`config.mk`:
```
export PLATFORM = sky130hd
export DESIGN_NAME = fp_div_operand_prep
export DESIGN_NICKNAME = d
export VERILOG_FILES = /design/src/rtl/fp_div_pkg.sv /design/src/rtl/fp_div_operand_prep_classify.sv /design/src/rtl/fp_div_operand_prep.sv
export SDC_FILE = /design/constraint.sdc
export NUM_CORES = 1
export LEC_CHECK = 0
export CORE_MARGIN = 1.5
export CORE_UTILIZATION = 60
export DETAILED_ROUTE_END_ITERATION = 7
export PLACE_DENSITY = 0.87
export SLEW_MARGIN = 10
export SYNTH_ARGS = -nofsm -noshare
export SYNTH_HDL_FRONTEND = slang
export SYNTH_SLANG_ARGS = --single-unit
```
`constraint.sdc`:
```
create_clock -name clk -period 26.1 [get_ports clk]
set_input_delay 2.61 -clock clk [delete_from_list [all_inputs] [get_ports clk]]
set_output_delay 2.61 -clock clk [all_outputs]
set_load 0.01 [all_outputs]
```
`src/rtl/fp_div_pkg.sv`:
```
// Shared types, constants and helpers for the binary32 divider operand-preparation stage.
package fp_div_pkg;

    localparam int EXP_W    = 10;
    localparam int MAN_W    = 24;
    localparam int EXP_BIAS = 127;

    localparam logic signed [EXP_W-1:0] EXP_MIN = -10'sd126;
    localparam logic [31:0] QNAN    = 32'h7FC0_0000;
    localparam logic [31:0] POS_INF = 32'h7F80_0000;

    typedef enum logic [2:0] {
        ZERO = 3'd0,
        SUB  = 3'd1,
        NORM = 3'd2,
        INF  = 3'd3,
        NAN  = 3'd4
    } fp_class_e;

    typedef struct packed {
        logic                    sign;
        logic signed [EXP_W-1:0] exp;
        logic [MAN_W-1:0]        man;
    } fp_unpacked_t;

    function automatic logic [4:0] lzc24(input logic [MAN_W-1:0] m);
        logic [4:0] n;
        logic       found;
        n     = 5'd0;
        found = 1'b0;
        for (int i = MAN_W - 1; i >= 0; i--) begin
            if (!found) begin
                if (m[i]) begin
                    found = 1'b1;
                end else begin
                    n = n + 5'd1;
                end
            end else begin
                found = 1'b1;
            end
        end
        return n;
    endfunction

    // Only finite non-zero classes carry an exponent/mantissa; everything else unpacks to zero.
    function automatic fp_unpacked_t unpack(input logic s, input fp_class_e c,
                                            input logic [7:0] e, input logic [22:0] f);
        fp_unpacked_t u;
        u = '0;
        case (c)
            NORM: begin
                u.sign = s;
                u.exp  = $signed({2'b00, e}) - 10'(EXP_BIAS);
                u.man  = {1'b1, f};
            end
            SUB: begin
                u.sign = s;
                u.exp  = EXP_MIN;
                u.man  = {1'b0, f};
            end
            default: begin
                u = '0;
            end
        endcase
        return u;
    endfunction

    function automatic fp_unpacked_t norm_step(input fp_unpacked_t u, input logic [4:0] step);
        fp_unpacked_t r;
        logic [4:0]   lz;
        logic [4:0]   sh;
        r  = u;
        lz = lzc24(u.man);
        sh = (lz < step) ? lz : step;
        if (!u.man[MAN_W-1]) begin
            r.man = u.man << sh;
            r.exp = u.exp - $signed({5'b00000, sh});
        end else begin
            r = u;
        end
        return r;
    endfunction

endpackage

```
`src/rtl/fp_div_operand_prep_classify.sv`:
```
// Combinational binary32 classifier: class, raw exponent, fraction and sign.
// With FP_DIV_PREP_DAZ_EN defined, subnormals are reported as ZERO.
module fp_classify
    import fp_div_pkg::*;
(
    input  logic [31:0] x,
    output fp_class_e   cls,
    output logic [7:0]  raw_exp,
    output logic [22:0] frac,
    output logic        sign
);

    assign raw_exp = x[30:23];
    assign frac    = x[22:0];
    assign sign    = x[31];

    // Decode the operand class from its exponent and fraction fields.
    always_comb begin
        cls = NORM;
        if (raw_exp == 8'h00) begin
            if (frac == 23'h0) begin
                cls = ZERO;
            end else begin
`ifdef FP_DIV_PREP_DAZ_EN
                cls = ZERO;
`else
                cls = SUB;
`endif
            end
        end else if (raw_exp == 8'hFF) begin
            if (frac == 23'h0) begin
                cls = INF;
            end else begin
                cls = NAN;
            end
        end else begin
            cls = NORM;
        end
    end

endmodule

```
`src/rtl/fp_div_operand_prep.sv`:
```
// Divider operand preparation: accepts a binary32 pair, resolves special quotients and
// normalizes subnormal mantissas SHIFT_STEP bits per cycle. FP_DIV_PREP_DAZ_EN flushes subnormals.
module fp_div_operand_prep
    import fp_div_pkg::*;
#(
    parameter int SHIFT_STEP = 1
) (
    input  logic              clk,
    input  logic              rst,
    input  logic              in_valid,
    output logic              in_ready,
    input  logic [31:0]       in_a,
    input  logic [31:0]       in_b,
    output logic              out_valid,
    input  logic              out_ready,
    output logic              out_sign,
    output logic [EXP_W-1:0]  out_exp_a,
    output logic [EXP_W-1:0]  out_exp_b,
    output logic [MAN_W-1:0]  out_man_a,
    output logic [MAN_W-1:0]  out_man_b,
    output logic              out_bypass,
    output logic [31:0]       out_quick
);

    // PREP classifies the registered operands; this is the one cycle of latency for plain pairs.
    typedef enum logic [1:0] {
        ST_IDLE = 2'd0,
        ST_PREP = 2'd1,
`ifndef FP_DIV_PREP_DAZ_EN
        ST_NORM = 2'd2,
`endif
        ST_OUT  = 2'd3
    } state_e;

    state_e       state_q, state_d;
    logic [31:0]  a_raw_q, a_raw_d;
    logic [31:0]  b_raw_q, b_raw_d;
    fp_unpacked_t a_q, a_d;
    fp_unpacked_t b_q, b_d;
    logic         sign_q, sign_d;
    logic         bypass_q, bypass_d;
    logic [31:0]  quick_q, quick_d;
    logic         out_valid_q, out_valid_d;

    fp_class_e    a_cls_s, b_cls_s;
    logic [7:0]   a_exp_s, b_exp_s;
    logic [22:0]  a_frac_s, b_frac_s;
    logic         a_sgn_s, b_sgn_s;
    logic         sign_s;
    logic         special_s;
    logic [31:0]  quick_s;

    fp_classify u_class_a (
        .x       (a_raw_q),
        .cls     (a_cls_s),
        .raw_exp (a_exp_s),
        .frac    (a_frac_s),
        .sign    (a_sgn_s)
    );

    fp_classify u_class_b (
        .x       (b_raw_q),
        .cls     (b_cls_s),
        .raw_exp (b_exp_s),
        .frac    (b_frac_s),
        .sign    (b_sgn_s)
    );

    assign sign_s = a_sgn_s ^ b_sgn_s;

    // Special-quotient resolution in priority order.
    always_comb begin
        special_s = 1'b1;
        quick_s   = 32'h0000_0000;
        if ((a_cls_s == NAN) || (b_cls_s == NAN) ||
            ((a_cls_s == ZERO) && (b_cls_s == ZERO)) ||
            ((a_cls_s == INF) && (b_cls_s == INF))) begin
            quick_s = QNAN;
        end else if (b_cls_s == ZERO) begin
            quick_s = {sign_s, POS_INF[30:0]};
        end else if (a_cls_s == INF) begin
            quick_s = {sign_s, POS_INF[30:0]};
        end else if ((a_cls_s == ZERO) || (b_cls_s == INF)) begin
            quick_s = {sign_s, 31'h0000_0000};
        end else begin
            special_s = 1'b0;
            quick_s   = 32'h0000_0000;
        end
    end

`ifndef FP_DIV_PREP_DAZ_EN
    localparam logic [4:0] STEP = 5'(SHIFT_STEP);

    fp_unpacked_t a_step_s, b_step_s;

    // One normalization step per mantissa; already-normalized mantissas pass through.
    always_comb begin
        a_step_s = norm_step(a_q, STEP);
        b_step_s = norm_step(b_q, STEP);
    end
`endif

    // Next-state and next-output computation.
    always_comb begin
        state_d     = state_q;
        a_raw_d     = a_raw_q;
        b_raw_d     = b_raw_q;
        a_d         = a_q;
        b_d         = b_q;
        sign_d      = sign_q;
        bypass_d    = bypass_q;
        quick_d     = quick_q;
        out_valid_d = out_valid_q;
        case (state_q)
            ST_IDLE: begin
                if (in_valid) begin
                    a_raw_d = in_a;
                    b_raw_d = in_b;
                    state_d = ST_PREP;
                end else begin
                    state_d = ST_IDLE;
                end
            end
            ST_PREP: begin
                sign_d = sign_s;
                if (special_s) begin
                    bypass_d    = 1'b1;
                    quick_d     = quick_s;
                    a_d         = '0;
                    b_d         = '0;
                    state_d     = ST_OUT;
                    out_valid_d = 1'b1;
                end else begin
                    bypass_d = 1'b0;
                    quick_d  = 32'h0000_0000;
                    a_d      = unpack(a_sgn_s, a_cls_s, a_exp_s, a_frac_s);
                    b_d      = unpack(b_sgn_s, b_cls_s, b_exp_s, b_frac_s);
`ifndef FP_DIV_PREP_DAZ_EN
                    if ((a_cls_s == SUB) || (b_cls_s == SUB)) begin
                        state_d = ST_NORM;
                    end else begin
                        state_d     = ST_OUT;
                        out_valid_d = 1'b1;
                    end
`else
                    state_d     = ST_OUT;
                    out_valid_d = 1'b1;
`endif
                end
            end
`ifndef FP_DIV_PREP_DAZ_EN
            ST_NORM: begin
                a_d = a_step_s;
                b_d = b_step_s;
                if (a_step_s.man[MAN_W-1] && b_step_s.man[MAN_W-1]) begin
                    state_d     = ST_OUT;
                    out_valid_d = 1'b1;
                end else begin
                    state_d = ST_NORM;
                end
            end
`endif
            ST_OUT: begin
                if (out_ready) begin
                    state_d     = ST_IDLE;
                    out_valid_d = 1'b0;
                    bypass_d    = 1'b0;
                end else begin
                    state_d = ST_OUT;
                end
            end
            default: begin
                state_d     = ST_IDLE;
                out_valid_d = 1'b0;
                bypass_d    = 1'b0;
            end
        endcase
    end

    // State and output registers with synchronous reset.
    always_ff @(posedge clk) begin
        if (rst) begin
            state_q     <= ST_IDLE;
            a_raw_q     <= 32'h0000_0000;
            b_raw_q     <= 32'h0000_0000;
            a_q         <= '0;
            b_q         <= '0;
            sign_q      <= 1'b0;
            bypass_q    <= 1'b0;
            quick_q     <= 32'h0000_0000;
            out_valid_q <= 1'b0;
        end else begin
            state_q     <= state_d;
            a_raw_q     <= a_raw_d;
            b_raw_q     <= b_raw_d;
            a_q         <= a_d;
            b_q         <= b_d;
            sign_q      <= sign_d;
            bypass_q    <= bypass_d;
            quick_q     <= quick_d;
            out_valid_q <= out_valid_d;
        end
    end

    assign in_ready   = (state_q == ST_IDLE) && !rst;
    assign out_valid  = out_valid_q;
    assign out_sign   = sign_q;
    assign out_exp_a  = a_q.exp;
    assign out_exp_b  = b_q.exp;
    assign out_man_a  = a_q.man;
    assign out_man_b  = b_q.man;
    assign out_bypass = bypass_q;
    assign out_quick  = quick_q;

endmodule

```
### Word level (Yosys, flattened, before mapping)

Cells that the tools add are included.

* register bits: 169
* input port bits: 68
* output and inout port bits: 104
* logic and storage cells: 335

* add/sub/neg operators: 50
* $lt $le $gt $ge: 2
* eq/ne operators: 18
* shift operators: 2
* multiplexer cells: 224
* bitwise logic cells: 1
* reductions and logical operators: 25

Operators by type and width (number)
* 5-bit 2-to-1 mux: 94
* 34-bit one-hot mux with 2 select lines: 4
* 5-bit by 1-bit adder with 5-bit output, second input constant: 46
* 32-bit 2-to-1 mux: 5
* 34-bit 2-to-1 mux: 4
* 1-bit 2-to-1 mux: 107
* 24-bit by 5-bit left shift with 24-bit output: 2
* 23-bit zero test: 2
* 10-bit by 6-bit subtractor with 10-bit output: 2
* 3-bit 2-to-1 mux: 6
* 8-bit by 7-bit subtractor with 9-bit output, second input constant: 2
* 8-bit == test, second input constant: 2
* 8-bit zero test: 2
* 3-bit by 2-bit == test with 1-bit output, second input constant: 4
* 5-bit by 1-bit less-than comparator with 1-bit output, second input constant: 2
* 2-bit inequality test, second input constant: 4
* 2-bit one-hot mux with 4 select lines: 1
* 2-bit AND reduction: 4
* 3-bit by 1-bit == test with 1-bit output, second input constant: 2
* 3-bit == test, second input constant: 2
* 3-bit zero test: 2
* 1-bit logical OR: 5
* 2-bit == test, second input constant: 2
* 1-bit logical AND: 4
* other kinds (11): 12

### Longest topological paths before layout

* depth after elaboration: 77
* depth in mapped cells: 85
* depth with buffers taken out: 84

### Hierarchy

From an unflattened synthesis, not the netlist that was laid out.

* cells, all modules: 1842
* area, all modules: 13235.2 µm²

By module, submodules not included
* fp_div_operand_prep: instances 1, cells an instance 1742, area each 12524.5 µm², seq. area each 2802.7 µm²
* fp_classify: instances 2, cells an instance 50, area each 355.3 µm², seq. area each 0.0 µm²

### Worst setup path after synthesis

Ideal clock, no wire load.

* path type: reg-to-reg
* start: register b_q, in the netlist out_man_b[23]
* end: register b_q, in the netlist out_exp_b[9]
* library setup time: 0.086 ns
* data arrival time: 15.072 ns
* required time: 26.014 ns
* path slack: 10.942 ns
* cell stages (with the launch flop): 85
* buffers on the path: 2
* period minus slack after synthesis: 15.158 ns
* cells stage by stage: dfxtp_1 -> clkbuf_1 -> nor2_1 -> ha_1 -> o31a_1 -> ha_1 -> nor4_1 -> nor2_1 -> ha_1 -> mux2_2 -> ha_1 -> o21ai_0 -> a31oi_1 -> ha_1 -> inv_1 -> o21ai_0 -> a21oi_1 -> nor2_1 -> (+49 left out) -> ha_1 -> nand3_1 -> maj3_1 -> o211ai_1 -> o21ai_1 -> xor3_1 -> buf_4 -> nand2_1 -> ha_1 -> nor2b_1 -> o21ai_0 -> nand2b_1 -> a21o_1 -> a21o_1 -> nor3_1 -> a221o_1 -> a21oi_1 -> a211oi_1

* word-level cells in the longest chain between the ends: 75
* elaborated cells between the ends (all ways): 100
* classes of those cells: 24 x add/sub; 1 x order compare; 1 x eq/ne; 73 x mux; 1 x reduce/logical

Ends and longest elaborated chain
* start, declared: RTL line fp_div_operand_prep.sv:39 `fp_unpacked_t b_q, b_d;`
* start signal, assigned: RTL line fp_div_operand_prep.sv:187 `b_q <= '0;`
* start signal, assigned: RTL line fp_div_operand_prep.sv:197 `b_q <= b_d;`
* 1-bit 2-to-1 mux: RTL line fp_div_pkg.sv:33 `if (m[i]) begin`
* 5-bit by 1-bit adder with 5-bit output: RTL line fp_div_pkg.sv:36 `n = n + 5'd1;`
* 5-bit 2-to-1 mux: RTL line fp_div_pkg.sv:33
* 5-bit 2-to-1 mux: RTL line fp_div_pkg.sv:32 `if (!found) begin`
* 5-bit by 1-bit adder with 5-bit output: RTL line fp_div_pkg.sv:36
* 5-bit 2-to-1 mux: RTL line fp_div_pkg.sv:33
* 5-bit 2-to-1 mux: RTL line fp_div_pkg.sv:32
* 5-bit by 1-bit adder with 5-bit output: RTL line fp_div_pkg.sv:36
* (+59 left out)
* 5-bit by 1-bit adder with 5-bit output: RTL line fp_div_pkg.sv:36
* 5-bit 2-to-1 mux: RTL line fp_div_pkg.sv:33
* 5-bit 2-to-1 mux: RTL line fp_div_pkg.sv:32
* 5-bit by 1-bit less-than comparator with 1-bit output: RTL line fp_div_pkg.sv:74 `sh = (lz < step) ? lz : step;`
* 5-bit 2-to-1 mux: RTL line fp_div_pkg.sv:74
* 10-bit by 6-bit subtractor with 10-bit output: RTL line fp_div_pkg.sv:77 `r.exp = u.exp - $signed({5'b00000, sh});`
* 34-bit 2-to-1 mux: RTL line fp_div_pkg.sv:75 `if (!u.man[MAN_W-1]) begin`
* 34-bit one-hot mux with 2 select lines: RTL line fp_div_operand_prep.sv:114 `case (state_q)`

Parallel ways exist; a longest one is shown, timed or not. The select of a mux whose other input is x is not followed.
A chain may end at the register's enable or synchronous reset.

### Final worst setup path

* start: register b_q, in the netlist out_man_b[22]
* end: register b_q, in the netlist out_exp_b[8]

* word-level cells in the longest chain between the ends: 73
* elaborated cells between the ends (all ways): 96
* classes of those cells: 23 x add/sub; 1 x order compare; 72 x mux

Ends and longest elaborated chain (RTL line)
* 5-bit 2-to-1 mux: fp_div_pkg.sv:33
* 5-bit 2-to-1 mux: fp_div_pkg.sv:32
* 5-bit by 1-bit adder with 5-bit output: fp_div_pkg.sv:36
* 5-bit 2-to-1 mux: fp_div_pkg.sv:33
* 5-bit 2-to-1 mux: fp_div_pkg.sv:32
* 5-bit by 1-bit adder with 5-bit output: fp_div_pkg.sv:36
* 5-bit 2-to-1 mux: fp_div_pkg.sv:33
* 5-bit 2-to-1 mux: fp_div_pkg.sv:32
* (+57 left out)
* 5-bit by 1-bit adder with 5-bit output: fp_div_pkg.sv:36
* 5-bit 2-to-1 mux: fp_div_pkg.sv:33
* 5-bit 2-to-1 mux *: fp_div_pkg.sv:32
* 5-bit by 1-bit less-than comparator with 1-bit output: fp_div_pkg.sv:74
* 5-bit 2-to-1 mux *: fp_div_pkg.sv:74
* 10-bit by 6-bit subtractor with 10-bit output *: fp_div_pkg.sv:77
* 34-bit 2-to-1 mux *: fp_div_pkg.sv:75
* 34-bit one-hot mux with 2 select lines *: fp_div_operand_prep.sv:114

Every way passes the cells marked *; elsewhere a longest branch is shown, timed or not. The select of a mux whose other input is x is not followed.

==> reports/qor_table.md <==
| Metric | This run |
|---|---|
| Yosys warning total | 0 |
| Slowest-stage cell, CP | sky130_fd_sc_hd__xor3_1 |
| Measured slew at the worst slew-check pin | 1.180 ns |
| Number of hold-repair buffers added at the cts stage | 0 |
| Total via count in the routed design | 12400 |
| Post-layout nets | 1828 |
| Setup TNS | 0 ns |
| Async set or reset register ratio after synthesis | 0 |
| ANT nets after route | 0 |
| Total wire length | 34440 um |
| CTS tree | done |
| Placed wire-length estimate | 24500 um |
| Diode count | 0 |
| Final GP Congestion | 0.9700 |
| Overflow left after global routing | 0 |
| Layer with the highest usage | met2 |
| Largest net degree at the start of global routing | 94 |
| Max-cap violations | 0 |
| Die span in y | 143.7 um |
| Routing usage on met3 | 0.06365 |
| VDD IR max | 0.0001165 V |
| First-pass GRT wire length | 55210 um |
| Yosys reg bits | 140 |
| Required time worst endpoint | 26.36 ns |
| Initial Utilization | 0.6105 |
| Leakage power | 5.291 nW |
| Final core utilization | 0.7197 |
| Combined area of all synthesized cells | 11880 um^2 |
| Share of post-route cells with drive strength above 1 | 0.05205 |
| Critical path class | reg2reg |
| Share of power burned in the clock network | 0.123 |
| Sequential group share of total power | 0.119 |
| GR Util met2 | 0.5144 |
| Design Power | 0.002254 W |
| Power per cell area | 160.9 nW/um^2 |
| Overall track demand over capacity in global routing | 0.3298 |
| Average footprint of a synthesized cell | 7.394 um^2 |
| Number of different library cells in the post-synthesis netlist | 86 |
| Number of antenna violations at the first check in global routing | 0 |
| Worst-skew pair later-pin latency | 0.43 ns |
| Most used DFF post-synth | sky130_fd_sc_hd__dfxtp_1 |
| Number of enable flip-flop cells after synthesis | 0 |
| Hold WC Path Type | reg2reg |
| Count of input and output buffers | 149 |
| Fin crit share | 0.6560 |
| Count of buffers added by post-CTS timing repair for setup | 0 |
| Inserted Clock Buffers | 17 |
| Critical path data arrival time | 17.39 ns |
| Worst setup EP type | flop |
| Vias per cell | 6.281 |
| Fmax achieved | 0.05841 GHz |
| Ports | 172 |
| Fraction of met1 tracks used by global routing | 0.4430 |
| Number of design rule violations left after detail routing | 0 |
| Number of detailed-routing iterations run before antenna repair | 6 |
| Setup repair after global routing missed its margin | false |
| Non-filler instance count after layout | 1975 |
| Clk_skew | 0.008458 ns |
| Post-synthesis instance total | 1607 |
| Sw Share | 0.4906 |
| Tmin final | 17.12 ns |
| Gate power share | 0.758 |
| Share of the yosys chip area belonging to registers | 0.2359 |
| Maximum single-stage delay on the critical path | 0.70 ns |
| Final count of pins violating max slew | 0 |
| Maximum level of the CTS H-tree | 4 |
| Most frequent cell on the critical path | sky130_fd_sc_hd__ha_1 |
| Resized cells post-CTS | 0 |
| Highest net fanout along the worst path | 20 |
| Core ar. | 19460 um^2 |
| Root buf cell | sky130_fd_sc_hd__clkbuf_16 |
| Number of sinks driven by the clock tree | 140 |
| Highest-count cells in the layout ignoring fill and taps | 210 x sky130_fd_sc_hd__nand2_1, 189 x sky130_fd_sc_hd__a21oi_1, 148 x sky130_fd_sc_hd__clkdlybuf4s50_1 |
| Final-layout fill cell count | 1515 |
| Internal portion of total power | 0.001148 W |
| Via count of the first global-routing pass | 11330 |
| Max Buffers Root-to-Sink | 2 |
| Clock transition at the registers of the reported paths | 0.06 ns |
| Kind of start point of the critical path | flop |
| Endpoints failing setup | 0 |
| Sw power | 0.001106 W |
| Site Rows | 51 |
| Hold Fails Final Rpt | 0 |
| P&R area growth vs syn | 17.89% |
| WL per Instance | 17.44 um |
| Number of cells in the design after placement | 1943 |
| DIE WIDTH | 143.7 um |
| Full die area | 20660 um^2 |
| Most common library cell in the layout ignoring fill and taps | sky130_fd_sc_hd__nand2_1 |
| Run status | complete, no violations |
| Detailed Route Iter0 Violations | 1575 |
| Worst slew margin relative to its limit | 0.2116 |
## worst max-delay path: cells and delay by family, from the launching register on
family,cells,cell delay [ns]
and+or+nand+nor,16,1.77
muxes,13,2.75
DFF,1,0.45
adders and majority gates,24,7.39
xor gates and xnor gates,1,0.70
buffers and inverters,3,0.24
AOI/OAI and AO/OA,26,3.65
## stage by stage
stage	hold slack (ns)	setup slack, ns	instance area (um^2)
final	0.4679	8.979	14010
after global routing	0.4946	7.669	14010
after CTS	0.4697	9.182	14010
after detailed placement	0.4618	9.275	13340
after global placement	0.4594	10.00	13340
after floorplan	0.4487	10.94	11990
## registers in the layout, summed over array words and instances (netlist names)
signal and cells:
a_raw_q 32, b_raw_q 32, out_bypass 1, out_exp_a 10, out_exp_b 10, out_man_a 24
out_man_b 24, out_quick 3, out_sign 1, out_valid 1, state_q 2
## synth_stat cells (11+ instances only)
cell type | count | share of area
sky130_fd_sc_hd__nor2_1 | 110 | 0.035
sky130_fd_sc_hd__mux2i_1 | 27 | 0.023
sky130_fd_sc_hd__xnor3_1 | 11 | 0.021
sky130_fd_sc_hd__o21ai_0 | 74 | 0.031
sky130_fd_sc_hd__a211oi_1 | 19 | 0.012
sky130_fd_sc_hd__a21o_1 | 11 | 0.0070
sky130_fd_sc_hd__inv_1 | 78 | 0.025
sky130_fd_sc_hd__mux2_2 | 14 | 0.013
sky130_fd_sc_hd__clkbuf_1 | 66 | 0.021
sky130_fd_sc_hd__nand4_1 | 14 | 0.0074
sky130_fd_sc_hd__buf_4 | 31 | 0.020
sky130_fd_sc_hd__a21oi_1 | 189 | 0.080
sky130_fd_sc_hd__xnor2_1 | 57 | 0.042
sky130_fd_sc_hd__xor2_1 | 32 | 0.024
sky130_fd_sc_hd__a221oi_1 | 30 | 0.022
sky130_fd_sc_hd__or3_1 | 11 | 0.0058
sky130_fd_sc_hd__ha_1 | 61 | 0.064
sky130_fd_sc_hd__a31oi_1 | 35 | 0.018
sky130_fd_sc_hd__nand3_1 | 43 | 0.018
sky130_fd_sc_hd__nand2_1 | 211 | 0.067
sky130_fd_sc_hd__buf_1 | 12 | 0.0038
sky130_fd_sc_hd__nand2b_1 | 17 | 0.0090
sky130_fd_sc_hd__o21ai_1 | 16 | 0.0067
sky130_fd_sc_hd__and3_1 | 13 | 0.0068
sky130_fd_sc_hd__nor3_1 | 64 | 0.027
sky130_fd_sc_hd__nor2b_1 | 37 | 0.019
sky130_fd_sc_hd__nor4_1 | 45 | 0.024
sky130_fd_sc_hd__dfxtp_1 | 140 | 0.24
## metal layers
metal / share of wire / wire length [um]
met5: 0 / 0
met4: 0.034 / 1168
met3: 0.091 / 3129
met2: 0.45 / 15600
met1: 0.42 / 14540
## path summary, 6_finish.rpt
kind	cells past startpoint	slack (ns)	startpoint	endpoint
worst min register to register	2	0.47	b_raw_q[31]$_SDFFE_PP0P_	b_raw_q[31]$_SDFFE_PP0P_
worst min-delay path	2	0.47	b_raw_q[31]$_SDFFE_PP0P_	b_raw_q[31]$_SDFFE_PP0P_
worst max-delay path	83	8.98	out_man_b[22]$_SDFFE_PP0P_	out_exp_b[8]$_SDFFE_PP0P_
worst max register to register	83	8.98	out_man_b[22]$_SDFFE_PP0P_	out_exp_b[8]$_SDFFE_PP0P_
## layout make-up
| class | count | area (um^2) | area share |
|---|---|---|---|
| clock inverter | 14 | 242.7 | 0.01733 |
| inverter | 78 | 292.8 | 0.02090 |
| multi-input combinational | 1299 | 8329 | 0.5946 |
| sequential | 140 | 2803 | 0.2001 |
| timing repair buffer | 161 | 1579 | 0.1127 |
| tap | 265 | 331.6 | 0.02367 |
| clock buffer | 18 | 429.2 | 0.03064 |
## power by group through the flow
stage / combinational, W / sequential (W) / clock (W)
finish: 0.00171 / 0.000269 / 0.000276
global route: 0.00187 / 0.000272 / 0.000286
CTS: 0.00168 / 0.000268 / 0.000276
detailed placement: 0.00167 / 0.000272 / 0
global placement: 0.00160 / 0.000271 / 0
floorplan: 0.00137 / 0.000265 / 0
## cell families (layout without fill, tap and decap cells)
family	Yosys count	after routing	share of synthesized area
buf+inv	198	271	0.07508
fa+ha+maj	70	70	0.07361
compound gates	439	439	0.2272
mux	45	45	0.04286
other cells	2	32	0.0006321
flops	140	140	0.2359
simple gates	607	607	0.2469
xor+xnor	106	106	0.09783
(Power assumes the default switching activity.)
